**config.mk**
```make
export PLATFORM = sky130hd
export DESIGN_NAME = counter_range_monitor
export DESIGN_NICKNAME = d
export VERILOG_FILES = /design/src/rtl/counter_range_monitor.sv
export SDC_FILE = /design/constraint.sdc
export NUM_CORES = 1
export LEC_CHECK = 0
export CAP_MARGIN = 10
export CORE_MARGIN = 3
export CORE_UTILIZATION = 45
export CTS_BUF_LIST = sky130_fd_sc_hd__clkbuf_4 sky130_fd_sc_hd__clkbuf_8
export DETAILED_ROUTE_END_ITERATION = 10
export GPL_TIMING_DRIVEN = 0
export MAX_ROUTING_LAYER = met4
export PLACE_DENSITY = 0.66
export RECOVER_POWER = 25
export SYNTH_ARGS = -nofsm -noshare
export SYNTH_HDL_FRONTEND = slang
export SYNTH_SLANG_ARGS = --single-unit
```
**constraint.sdc**
```tcl
create_clock -name clk -period 3.3 [get_ports clk]
set_input_delay 0.33 -clock clk [delete_from_list [all_inputs] [get_ports clk]]
set_output_delay 0.33 -clock clk [all_outputs]
set_load 0.05 [all_outputs]
```
**src/rtl/counter_range_monitor.sv**
```systemverilog
// counter_range_monitor: checks a bounded LO..HI up/down counter stream for legal steps, wraps and range.
module counter_range_monitor #(
    parameter int WIDTH  = 8,
    parameter int LO     = 10,
    parameter int HI     = 40,
    parameter int WRAP_W = 8
) (
    input  logic              clk,
    input  logic              rst,
    input  logic              valid,
    input  logic [WIDTH-1:0]  count_in,
    input  logic              load_in,
    input  logic              clr,
    output logic              dir_up,
    output logic              dir_down,
    output logic              wrap_p,
    output logic              err_step,
    output logic              err_range,
    output logic [WRAP_W-1:0] wrap_cnt,
    output logic [2:0]        state
);
    typedef enum logic [2:0] {EMPTY = 3'd0, HOLD = 3'd1, UP = 3'd2, DOWN = 3'd3, ERR = 3'd4} state_t;

    localparam logic [WIDTH:0] LO_X = (WIDTH+1)'(LO);
    localparam logic [WIDTH:0] HI_X = (WIDTH+1)'(HI);

    state_t            state_q, state_d;
    logic [WIDTH-1:0]  prev_q, prev_d;
    logic              dir_up_q, dir_up_d, dir_down_q, dir_down_d, wrap_p_q, wrap_p_d;
    logic              err_step_q, err_step_d, err_range_q, err_range_d;
    logic [WRAP_W-1:0] wrap_cnt_q, wrap_cnt_d;
    logic [WIDTH:0]    cur_x, prev_x;
    logic              in_range, wrap;

    // One extra bit keeps prev+1 / prev-1 from aliasing at the ends of the WIDTH range
    assign cur_x    = {1'b0, count_in};
    assign prev_x   = {1'b0, prev_q};
    assign in_range = (cur_x >= LO_X) && (cur_x <= HI_X);

    always_comb begin
        state_d     = state_q;
        prev_d      = prev_q;
        dir_up_d    = dir_up_q;
        dir_down_d  = dir_down_q;
        wrap_p_d    = 1'b0;
        err_step_d  = err_step_q;
        err_range_d = err_range_q;
        wrap_cnt_d  = wrap_cnt_q;
        wrap        = 1'b0;
        if (clr) begin
            state_d     = EMPTY;
            prev_d      = '0;
            dir_up_d    = 1'b0;
            dir_down_d  = 1'b0;
            err_step_d  = 1'b0;
            err_range_d = 1'b0;
            wrap_cnt_d  = '0;
        end else if (valid && state_q == EMPTY) begin
            prev_d      = count_in;
            state_d     = in_range ? HOLD : ERR;
            err_range_d = !in_range;
        end else if (valid && state_q != ERR) begin
            if (!in_range) begin
                state_d     = ERR;
                err_range_d = 1'b1;
            end else begin
                prev_d = count_in;
                if (load_in) begin
                    state_d    = HOLD;
                    dir_up_d   = 1'b0;
                    dir_down_d = 1'b0;
                end else if (cur_x == prev_x) begin
                    state_d = state_q;
                end else if (prev_x < HI_X && cur_x == prev_x + 1'b1) begin
                    state_d    = UP;
                    dir_up_d   = 1'b1;
                    dir_down_d = 1'b0;
                end else if (prev_x > LO_X && cur_x == prev_x - 1'b1) begin
                    state_d    = DOWN;
                    dir_up_d   = 1'b0;
                    dir_down_d = 1'b1;
                end else if (prev_x == HI_X && cur_x == LO_X) begin
                    state_d    = UP;
                    dir_up_d   = 1'b1;
                    dir_down_d = 1'b0;
                    wrap       = 1'b1;
                end else if (prev_x == LO_X && cur_x == HI_X) begin
                    state_d    = DOWN;
                    dir_up_d   = 1'b0;
                    dir_down_d = 1'b1;
                    wrap       = 1'b1;
                end else begin
                    state_d    = ERR;
                    err_step_d = 1'b1;
                end
            end
        end
        if (wrap) begin
            wrap_p_d   = 1'b1;
            wrap_cnt_d = (&wrap_cnt_q) ? wrap_cnt_q : wrap_cnt_q + 1'b1;
        end
    end

    always_ff @(posedge clk or negedge rst) begin
        if (!rst) begin
            state_q     <= EMPTY;
            prev_q      <= '0;
            dir_up_q    <= 1'b0;
            dir_down_q  <= 1'b0;
            wrap_p_q    <= 1'b0;
            err_step_q  <= 1'b0;
            err_range_q <= 1'b0;
            wrap_cnt_q  <= '0;
        end else begin
            state_q     <= state_d;
            prev_q      <= prev_d;
            dir_up_q    <= dir_up_d;
            dir_down_q  <= dir_down_d;
            wrap_p_q    <= wrap_p_d;
            err_step_q  <= err_step_d;
            err_range_q <= err_range_d;
            wrap_cnt_q  <= wrap_cnt_d;
        end
    end

    assign dir_up    = dir_up_q;
    assign dir_down  = dir_down_q;
    assign wrap_p    = wrap_p_q;
    assign err_step  = err_step_q;
    assign err_range = err_range_q;
    assign wrap_cnt  = wrap_cnt_q;
    assign state     = state_q;
endmodule

```
### Yosys cells after proc, flatten, opt, wreduce, memory -nomap -nowiden

Cells that the tools add are included.

| storage, ports and cells | value |
|---|---|
| bits in writable memories | 0 |
| bits of input ports | 13 |
| bits in latches | 0 |
| memory bits (read-only) | 0 |
| memories kept | 0 |
| register bits after elaboration | 24 |
| word-level logic and storage cells | 119 |

| operators by class | value |
|---|---|
| reductions and logical operators | 22 |
| divide/modulo/power cells | 0 |
| order comparisons | 4 |
| eq/ne operators | 19 |
| multiplexer cells | 63 |
| shift-type cells | 0 |
| multiply operators | 0 |
| add/subtract/negate cells | 3 |
| bitwise operators | 0 |

Operators by type and width:

| kind | number |
|---|---|
| $mux 8 | 7 |
| $mux 1 | 45 |
| $mux 3 | 11 |
| $eq 8x9->1 | 2 |
| $eq 8x4->1 const B | 2 |
| $eq 8x6->1 const B | 2 |
| $ne 2x2->1 const B | 7 |
| $add 8x1->9 const B | 1 |
| $reduce_and 9->1 | 1 |
| $sub 8x1->9 const B | 1 |
| $add 8x1->8 const B | 1 |
| $eq 8x8->1 | 1 |
| $ge 8x4->1 const B | 1 |
| $gt 8x4->1 const B | 1 |
| $le 8x6->1 const B | 1 |
| $lt 8x6->1 const B | 1 |
| $reduce_and 2->1 | 4 |
| $reduce_and 8->1 | 1 |
| $logic_and 1x1->1 | 7 |
| $ne 3x3->1 const B | 2 |
| $reduce_bool 2->1 | 3 |
| $reduce_bool 3->1 | 2 |
| $reduce_bool 6->1 | 1 |
| $ne 5x5->1 const B | 1 |
| 5 further kinds | 5 |

### Logic depth before layout (Yosys ltp)

Gate-level depths: netlist of run 1.

| logic depth | value |
|---|---|
| word-level depth | 14 |
| mapped depth | 9 |

### Worst setup path before layout of run 1

No wires, ideal clock.

| path | value |
|---|---|
| path type | register to register |
| from | reg prev_q[0] |
| to | reg wrap_cnt_q[7], in the netlist wrap_cnt[7] |
| cell stages (with the launch flop) | 9 |
| period minus slack after synthesis | 2.480 ns |
| required time | 3.222 ns |
| setup time | 0.078 ns |
| path slack | 0.820 ns |
| arrival | 2.401 ns |
| cell sequence | dfrtp_1 -> inv_1 -> ha_1 -> nand2b_1 -> or4b_4 -> a2111oi_4 -> nand4_2 -> or3_1 -> a21oi_1 |

| on the way | value |
|---|---|
| longest elaborated chain between the ends | 14 |
| elaborated cells on any way between the ends | 27 |

RTL lines:

| what | line | text |
|---|---|---|
| start, declared | 28 | `logic [WIDTH-1:0] prev_q, prev_d;` |
| start signal, assigned | 116 | `prev_q <= prev_d;` |
| branches (longest 6 deep; another with $sub 8x1->9) | -- |  |
| $mux 1 * | 72 | `end else if (cur_x == prev_x) begin` |
| $mux 1 * | 68 | `if (load_in) begin` |
| $mux 1 * | 63 | `if (!in_range) begin` |
| $mux 1 * | 62 | `end else if (valid && state_q != ERR) begin` |
| $mux 1 * | 58 | `end else if (valid && state_q == EMPTY) begin` |
| $mux 1 * | 50 | `if (clr) begin` |
| $ne 2x2->1 (no source line) or $reduce_bool 2->1 (tied branches) | -- |  |
| $reduce_and 2->1 (no source line) | -- |  |
| end signal, assigned | 122 | `wrap_cnt_q <= wrap_cnt_d;` |
| end, declared | 31 | `logic [WRAP_W-1:0] wrap_cnt_q, wrap_cnt_d;` |

Every way passes the cells marked *.
A chain may end at the register's enable or synchronous reset.

### Worst setup path after layout of run 1

Same ends and word-level chain as after synthesis.

==> key figures, run 1 <==
STA
  • Slew margin rel.: roughly 39%
  • Fin Clk Skew: 0.0110 ns
  • RSZ-0062 raised after global routing: false
  • Max-slew violation count: 0
  • Final setup viols: 0
  • Crit share post-route: 83.8%
  • Fin. Hold Viols: 0
  • Max Freq: around 0.36 GHz
  • Final setup TNS: 0 ns
  • Minimum clock period: 2.76 ns
  • Worst Tran Pin Value: between 0.9 and 1 ns

Setup path
  • Crit Path Max Fanout: 7
  • Crit path DAT: slightly below 3 ns
  • RR Endpoint: wrap_cnt[7]$_DFFE_PN0P_
  • Critical Path Source: prev_q[0]$_DFFE_PN0P_
  • R2R setup slack: 0.54 ns
  • Worst r2r path cells: 8
  • Worst R2R Start: prev_q[0]$_DFFE_PN0P_
  • Kind of critical path: register to register
  • CP required: around 3.5 ns
  • Setup crit end kind: register
  • CP Launch Type: register

Run
  • Maxcap violations: 0

Power
  • Leakage dissipation: 0.877 nW
  • Power, Total: 0.717 mW
  • Maximum VDD drop: 0.000211 V
  • PwrDens: roughly 330 nW/µm²

Layout
  • Share of cells above drive strength 1: 6.33%
  • # diodes: 0
  • Layout area overhead: 22.5%
  • Fin util: approximately three fifths
  • Final cell count without fillers: 285
  • Fin nets: 254

Synth
  • Yosys warns: 0
  • Top FF cell, synth: dfrtp_1
  • Yosys cell types: 45
  • Number of synthesized flops with an enable pin: 0
  • Number of synthesized register bits: 24
  • Yosys top cell by area: dfrtp_1
  • Post-synth top area share: 33.9%
  • Synth Cell Area: between 1500 and 2000 µm²
  • Avg Synthesized Cell Area: 8.68 µm²
  • Sequential share of the synthesized area: between 30% and 40%
  • Mapped Cells: 204
  • Syn Nets: between 200 and 250
  • Asr flop ratio synth: 100%
  • Commonest cells in the netlist: dfrtp_1, nor2_1, nand2_1, xor2_1
  • Synth area leaders: dfrtp_1, xor2_1, nor2_1
  • Most repeated cell in the gate-level netlist after synthesis: dfrtp_1

Clock tree
  • Resize count post-CTS: 0
  • Maximum clock path buffer count: 2
  • Number of hold buffers added after cts: 0
  • Clock Sink Count: 24
  • Clock-pin slew on the worst setup and hold paths: 0.09 ns
  • Setup Fix Bufs, Post-CTS: 0
  • CTS tree: yes
  • CTS root buf: clkbuf_8
  • Worst skew pair latency: 0.27 ns
  • Max H-tree Level: 1
  • CTS buffer count: 3

Place
  • DP Cell Count: 280
  • DP HPWL: 3250 µm
  • Placer Congestion: between 0.9 and 1
  • IO Port Bufs: 28

Route
  • Drc violations: 0
  • Routed wire length: between 4000 and 5000 µm
  • DR vias: 1615
  • Initial DRC Count: 130
  • Drt pass-1 iters: 4
  • Wire per inst: 15.0 µm
  • Vias per std cell: 5.67
  • Antenna-violating nets left: 0

GRT
  • Largest net degree at the start of global routing: 25
  • Initial antenna violation count: 0
  • Overall Global Routing Usage: 20.6%
  • GR Overflow Total: 0
  • First-pass GRT wire length: about 7200 µm
  • Number of global-route vias before repair: 1505

Min path
  • Hold Path Class: primary input to async pin

Status
  • Outcome: finished clean

Floorplanning
  • Initial Utilization: ~48%
  • Core area: 3720 µm²
  • Die width: 68.7 µm
  • Die area: 4720 µm²
  • Row Count: 22
  • IO Pins: 29
  • Die H: 68.7 µm
routing by layer:
layer / share of wire [%] / GRT usage [%]
met5: 0 / -
met4: 0.98 / 4.87
met3: 4.8 / 3.89
met2: 45 / 30.0
met1: 49 / 29.3
placed cells by master (no fill, tap or decap), drive strengths merged, types with 2 or more instances in the layout:
cell type and n:
clkdlybuf4s50 27, dfrtp 24, nor2 21, nand2 16, xor2 13, clkbuf 13, o21ai 11, nor2b 10
nand4 8, nor3 7, xnor2 7, a21oi 6, mux2 6, inv 5, nand2b 5, nand3 5
nor3b 4, mux2i 4, a31oi 4, nor4 4, a21o 3, and3 3, o21a 3, ha 3
a21boi 2, nand3b 2, a211oi 2, o211ai 2, or4b 2, a2111oi 2
worst max-delay path, cell delays in order (launching register included):
cell and delay, ns:
dfrtp_1 0.47, inv_1 0.11, ha_1 0.20, nand2b_1 0.13
or4b_4 0.57, a2111oi_4 0.52, nand4_2 0.20, or3_1 0.34
a21oi_1 0.14
worst max-delay path by stage:
stage	end	slack (ns)
6_report	wrap_cnt[7]$_DFFE_PN0P_	0.54
5_1_grt	wrap_cnt[7]$_DFFE_PN0P_	0.37
4_1_cts	wrap_cnt[7]$_DFFE_PN0P_	0.53
3_5_place_dp	wrap_cnt[7]$_DFFE_PN0P_	0.31
3_3_place_gp	wrap_cnt[7]$_DFFE_PN0P_	0.34
2_1_floorplan	wrap_cnt[7]$_DFFE_PN0P_	0.82
sequential cells by signal, summed over array words and instances, names as in the netlist:
| name | flops |
|---|---|
| prev_q | 8 |
| wrap_cnt | 8 |
| state | 3 |
| dir_down | 1 |
| dir_up | 1 |
| err_range | 1 |
| err_step | 1 |
| wrap_p | 1 |
per-stage QoR:
| stage | setup slack [ns] | hold WS (ns) | cell area, µm² |
|---|---|---|---|
| 6_report | 0.536 | 0.395 | 2170 |
| 5_1_grt | 0.368 | 0.414 | 2170 |
| 4_1_cts | 0.531 | 0.523 | 2170 |
| 3_5_place_dp | 0.308 | 0.509 | 2110 |
| 3_3_place_gp | 0.340 | 0.516 | 2110 |
| 2_1_floorplan | 0.820 | 0.0344 | 1770 |
power by group:
| group | switching (mW) | internal, mW | leakage [nW] | total (mW) |
|---|---|---|---|---|
| Sequential | 0.0122 | 0.306 | 0.324 | 0.319 |
| Combinational | 0.120 | 0.0819 | 0.524 | 0.202 |
| Clock | 0.0901 | 0.106 | 0.0288 | 0.197 |
final cells by class:
type                            count  area, µm²
Fill cell                         355       1550
Multi-Input combinational cell    167       1120
Sequential cell                    24        601
Timing Repair Buffer               29        284
Tap cell                           48       60.1
Clock buffer                        4       55.1
Buffer                              8       30.0
Inverter                            5       18.8
logic make-up after synthesis:
logic type | share of synthesized area (%)
XOR/XNOR | 9.89
AND/OR/NAND/NOR | 28.3
buffers and inverters | 2.76
flip-flops | 33.9
adder cells (fa/ha/maj) | 2.12
multiplexers | 6.08
AO/OA/AOI/OAI | 17.0
Power figures use the tool's default switching activity.
==> run 2: changes to the inputs <==
Clock period 3.3 ns to 2.7 ns, I/O delays scaled along.
==> run 2 against run 1 <==
Combinational power grew 22%. Critical path depth is the same. Die area is the same. Final cell count grew 0.35%. Worst setup slack lost 0.36 ns. Fmax grew 9.5%. Power grew 23%. First-iteration DRC count grew 4.6%. Largest cell class unchanged. Clock skew grew 0.00095 ns. Register-to-register slack lost 0.36 ns.
==> key figures, run 2 (same netlist as run 1, synthesis figures left out) <==
Clock tree
  • CTS root buf: clkbuf_8 (unchanged)
  • Maximum clock path buffer count: 2 (unchanged)
  • Max H-tree Level: 1 (unchanged)
  • Worst skew pair latency: 0.27 ns (about the same)
  • Clock-pin slew on the worst setup and hold paths: 0.09 ns (about the same)
  • CTS tree: yes (unchanged)
  • Number of hold buffers added after cts: 0 (unchanged)
  • CTS buffer count: 3 (unchanged)
  • Clock Sink Count: 24 (unchanged)

STA
  • Minimum clock period: 2.53 ns (was 2.76 ns)
  • Fin worst setup slack: 0.175 ns (was 0.536 ns)
  • Fin Clk Skew: 0.0119 ns (was 0.0110 ns)
  • Max Freq: 0.396 GHz (was 0.362 GHz)
  • Max-slew violation count: 0 (unchanged)
  • Final setup viols: 0 (unchanged)
  • Final setup TNS: 0 ns (unchanged)
  • Worst Tran Pin Value: 0.914 ns (was 0.911 ns)
  • RSZ-0062 raised after global routing: false (unchanged)
  • Fin. Hold Viols: 0 (unchanged)
  • Min Hold Slack: 0.333 ns (was 0.395 ns)
  • Crit share post-route: 93.5% (was 83.8%)
  • Slew margin rel.: 39.1% (was 39.2%)

Place
  • Placer Congestion: 0.957 (unchanged)
  • DP HPWL: 3250 µm (unchanged)
  • DP Cell Count: 280 (unchanged)
  • Worst slack, placed: -0.232 ns (was 0.308 ns)
  • IO Port Bufs: 28 (unchanged)
  • Dpl cell area: 2110 µm² (unchanged)

Setup path
  • CP Launch Type: register (unchanged)
  • RR Endpoint: wrap_cnt[7]$_DFFE_PN0P_ (unchanged)
  • Worst r2r path cells: 8 (unchanged)
  • WP depth: 8 (unchanged)
  • Worst R2R Start: prev_q[0]$_DFFE_PN0P_ (unchanged)
  • Slowest CP cell: or4b_4 (unchanged)
  • Cell family with most CP delay: simple AND/OR/NAND/NOR gates (unchanged)
  • Crit path DAT: 2.71 ns (was 2.95 ns)
  • Crit path cell chain: inv_1 > ha_1 > nand2b_1 > or4b_4 > a2111oi_4 > nand4_2 > or3_1 > a21oi_1 (unchanged)
  • Kind of critical path: register to register (unchanged)
  • CP required: 2.89 ns (was 3.48 ns)
  • Crit Path Max Fanout: 7 (unchanged)
  • CP bufs+invs: 1 (unchanged)
  • Setup crit end kind: register (unchanged)
  • R2R setup slack: 0.17 ns (was 0.54 ns)
  • Crit-path max cell delay: 0.57 ns (about the same)

GRT
  • Overall Global Routing Usage: 20.7% (was 20.6%)
  • Number of global-route vias before repair: 1513 (was 1505)
  • Initial antenna violation count: 0 (unchanged)
  • Largest net degree at the start of global routing: 25 (unchanged)
  • First-pass GRT wire length: 7200 µm (was 7160 µm)
  • GR Overflow Total: 0 (unchanged)

Route
  • Routed wire length: 4380 µm (was 4270 µm)
  • Top routing layer in use: met4 (unchanged)
  • DR vias: 1638 (was 1615)
  • Vias per std cell: 5.73 (was 5.67)
  • Antenna-violating nets left: 0 (unchanged)
  • Met3 wire len: 187 µm (was 205 µm)
  • Initial DRC Count: 136 (was 130)
  • Met2 WL: 1990 µm (was 1930 µm)
  • Wire per inst: 15.3 µm (was 15.0 µm)
  • Drc violations: 0 (unchanged)
  • Drt pass-1 iters: 4 (unchanged)
  • Met1 wire length: 2160 µm (was 2100 µm)

Power
  • Internal power: 0.606 mW (was 0.495 mW)
  • Switching pwr: 0.274 mW (was 0.222 mW)
  • Leakage dissipation: 0.885 nW (was 0.877 nW)
  • Sw frac: 31.1% (was 31.0%)
  • Power, Total: 0.879 mW (was 0.717 mW)
  • Maximum VDD drop: 0.000258 V (was 0.000211 V)
  • Combinational power share: 28.1% (about the same)
  • Clock Power Share: 27.4% (about the same)
  • Sequential Power Share: 44.5% (was 44.4%)
  • PwrDens: 402 nW/µm² (was 331 nW/µm²)

Run
  • Maxcap violations: 0 (unchanged)

Layout
  • Fin area: 2190 µm² (was 2170 µm²)
  • Final cell count without fillers: 286 (was 285)
  • Fin nets: 255 (was 254)
  • Layout area overhead: 23.6% (was 22.5%)
  • Commonest non-fill, non-tap cell in the layout: clkdlybuf4s50_1 (unchanged)
  • Share of cells above drive strength 1: 8.40% (was 6.33%)
  • # diodes: 0 (unchanged)
  • Most frequent cells in the layout: clkdlybuf4s50_1, dfrtp_1, nor2_1 (unchanged)
  • Fin util: 58.9% (was 58.4%)

Floorplanning
  • Row Count: 22 (unchanged)
  • Die width: 68.7 µm (unchanged)
  • Die H: 68.7 µm (unchanged)
  • IO Pins: 29 (unchanged)
  • Initial Utilization: 47.6% (unchanged)
  • Die area: 4720 µm² (unchanged)
  • Core area: 3720 µm² (unchanged)

Status
  • Outcome: finished clean (unchanged)

Min path
  • Hold Path Class: primary input to async pin (unchanged)
run 2: cell types whose count changed in the layout (fill, tap and decap cells not counted), sizes merged:
cell,delta
clkbuf,-1
buf,+2
run 2: layout make-up:
type / count / area [µm²]
sequential: 24 / 603
buffer: 7 / 26.3
timing repair buffer: 31 / 299
fill: 354 / 1530
inverter: 5 / 18.8
tap: 48 / 60.1
multi-input combinational: 167 / 1130
clock buffer: 4 / 55.1
run 2: how the worst max path moves through the flow:
stage	to	slack [ns]	from
floorplan	wrap_cnt[7]$_DFFE_PN0P_	0.22	prev_q[0]$_DFFE_PN0P_
global placement	wrap_cnt[7]$_DFFE_PN0P_	-0.20	count_in[5]
detailed placement	wrap_cnt[7]$_DFFE_PN0P_	-0.23	count_in[5]
CTS	dir_up$_DFFE_PN0P_	0.06	prev_q[2]$_DFFE_PN0P_
global route	dir_down$_DFFE_PN0P_	0.008	prev_q[3]$_DFFE_PN0P_
finish	wrap_cnt[7]$_DFFE_PN0P_	0.17	prev_q[0]$_DFFE_PN0P_
run 2: power by group through the flow:
stage                     registers [mW]  logic (mW)  clock network [mW]
after floorplan                    0.406       0.154                   0
after global placement             0.396       0.242                   0
after detailed placement           0.396       0.244                   0
after CTS                          0.389       0.245               0.250
after global routing               0.393       0.274               0.265
final                              0.391       0.247               0.241
run 2: repair_timing:
item | CTS | global route
setup endpoints to repair | 1 | 14
pin swaps | 1 | 2
gates resized for setup | 0 | 3
buffers inserted | 1 | 1
endpoints found under the hold margin | 0 | 0
run 2: metal layers:
| layer | GRT usage, % | up-vias |
|---|---|---|
| li1 | - | 804 |
| met1 | 29.5 | 789 |
| met2 | 30.2 | 39 |
| met3 | 3.89 | 6 |
| met4 | 4.87 | 0 |
| met5 | - | - |
==> run 3: changes to the inputs <==
Settings changed: CAP_MARGIN 10 to 20.
==> results of run 3 <==
Final layout, timing and power as in run 2 (identical DEF).
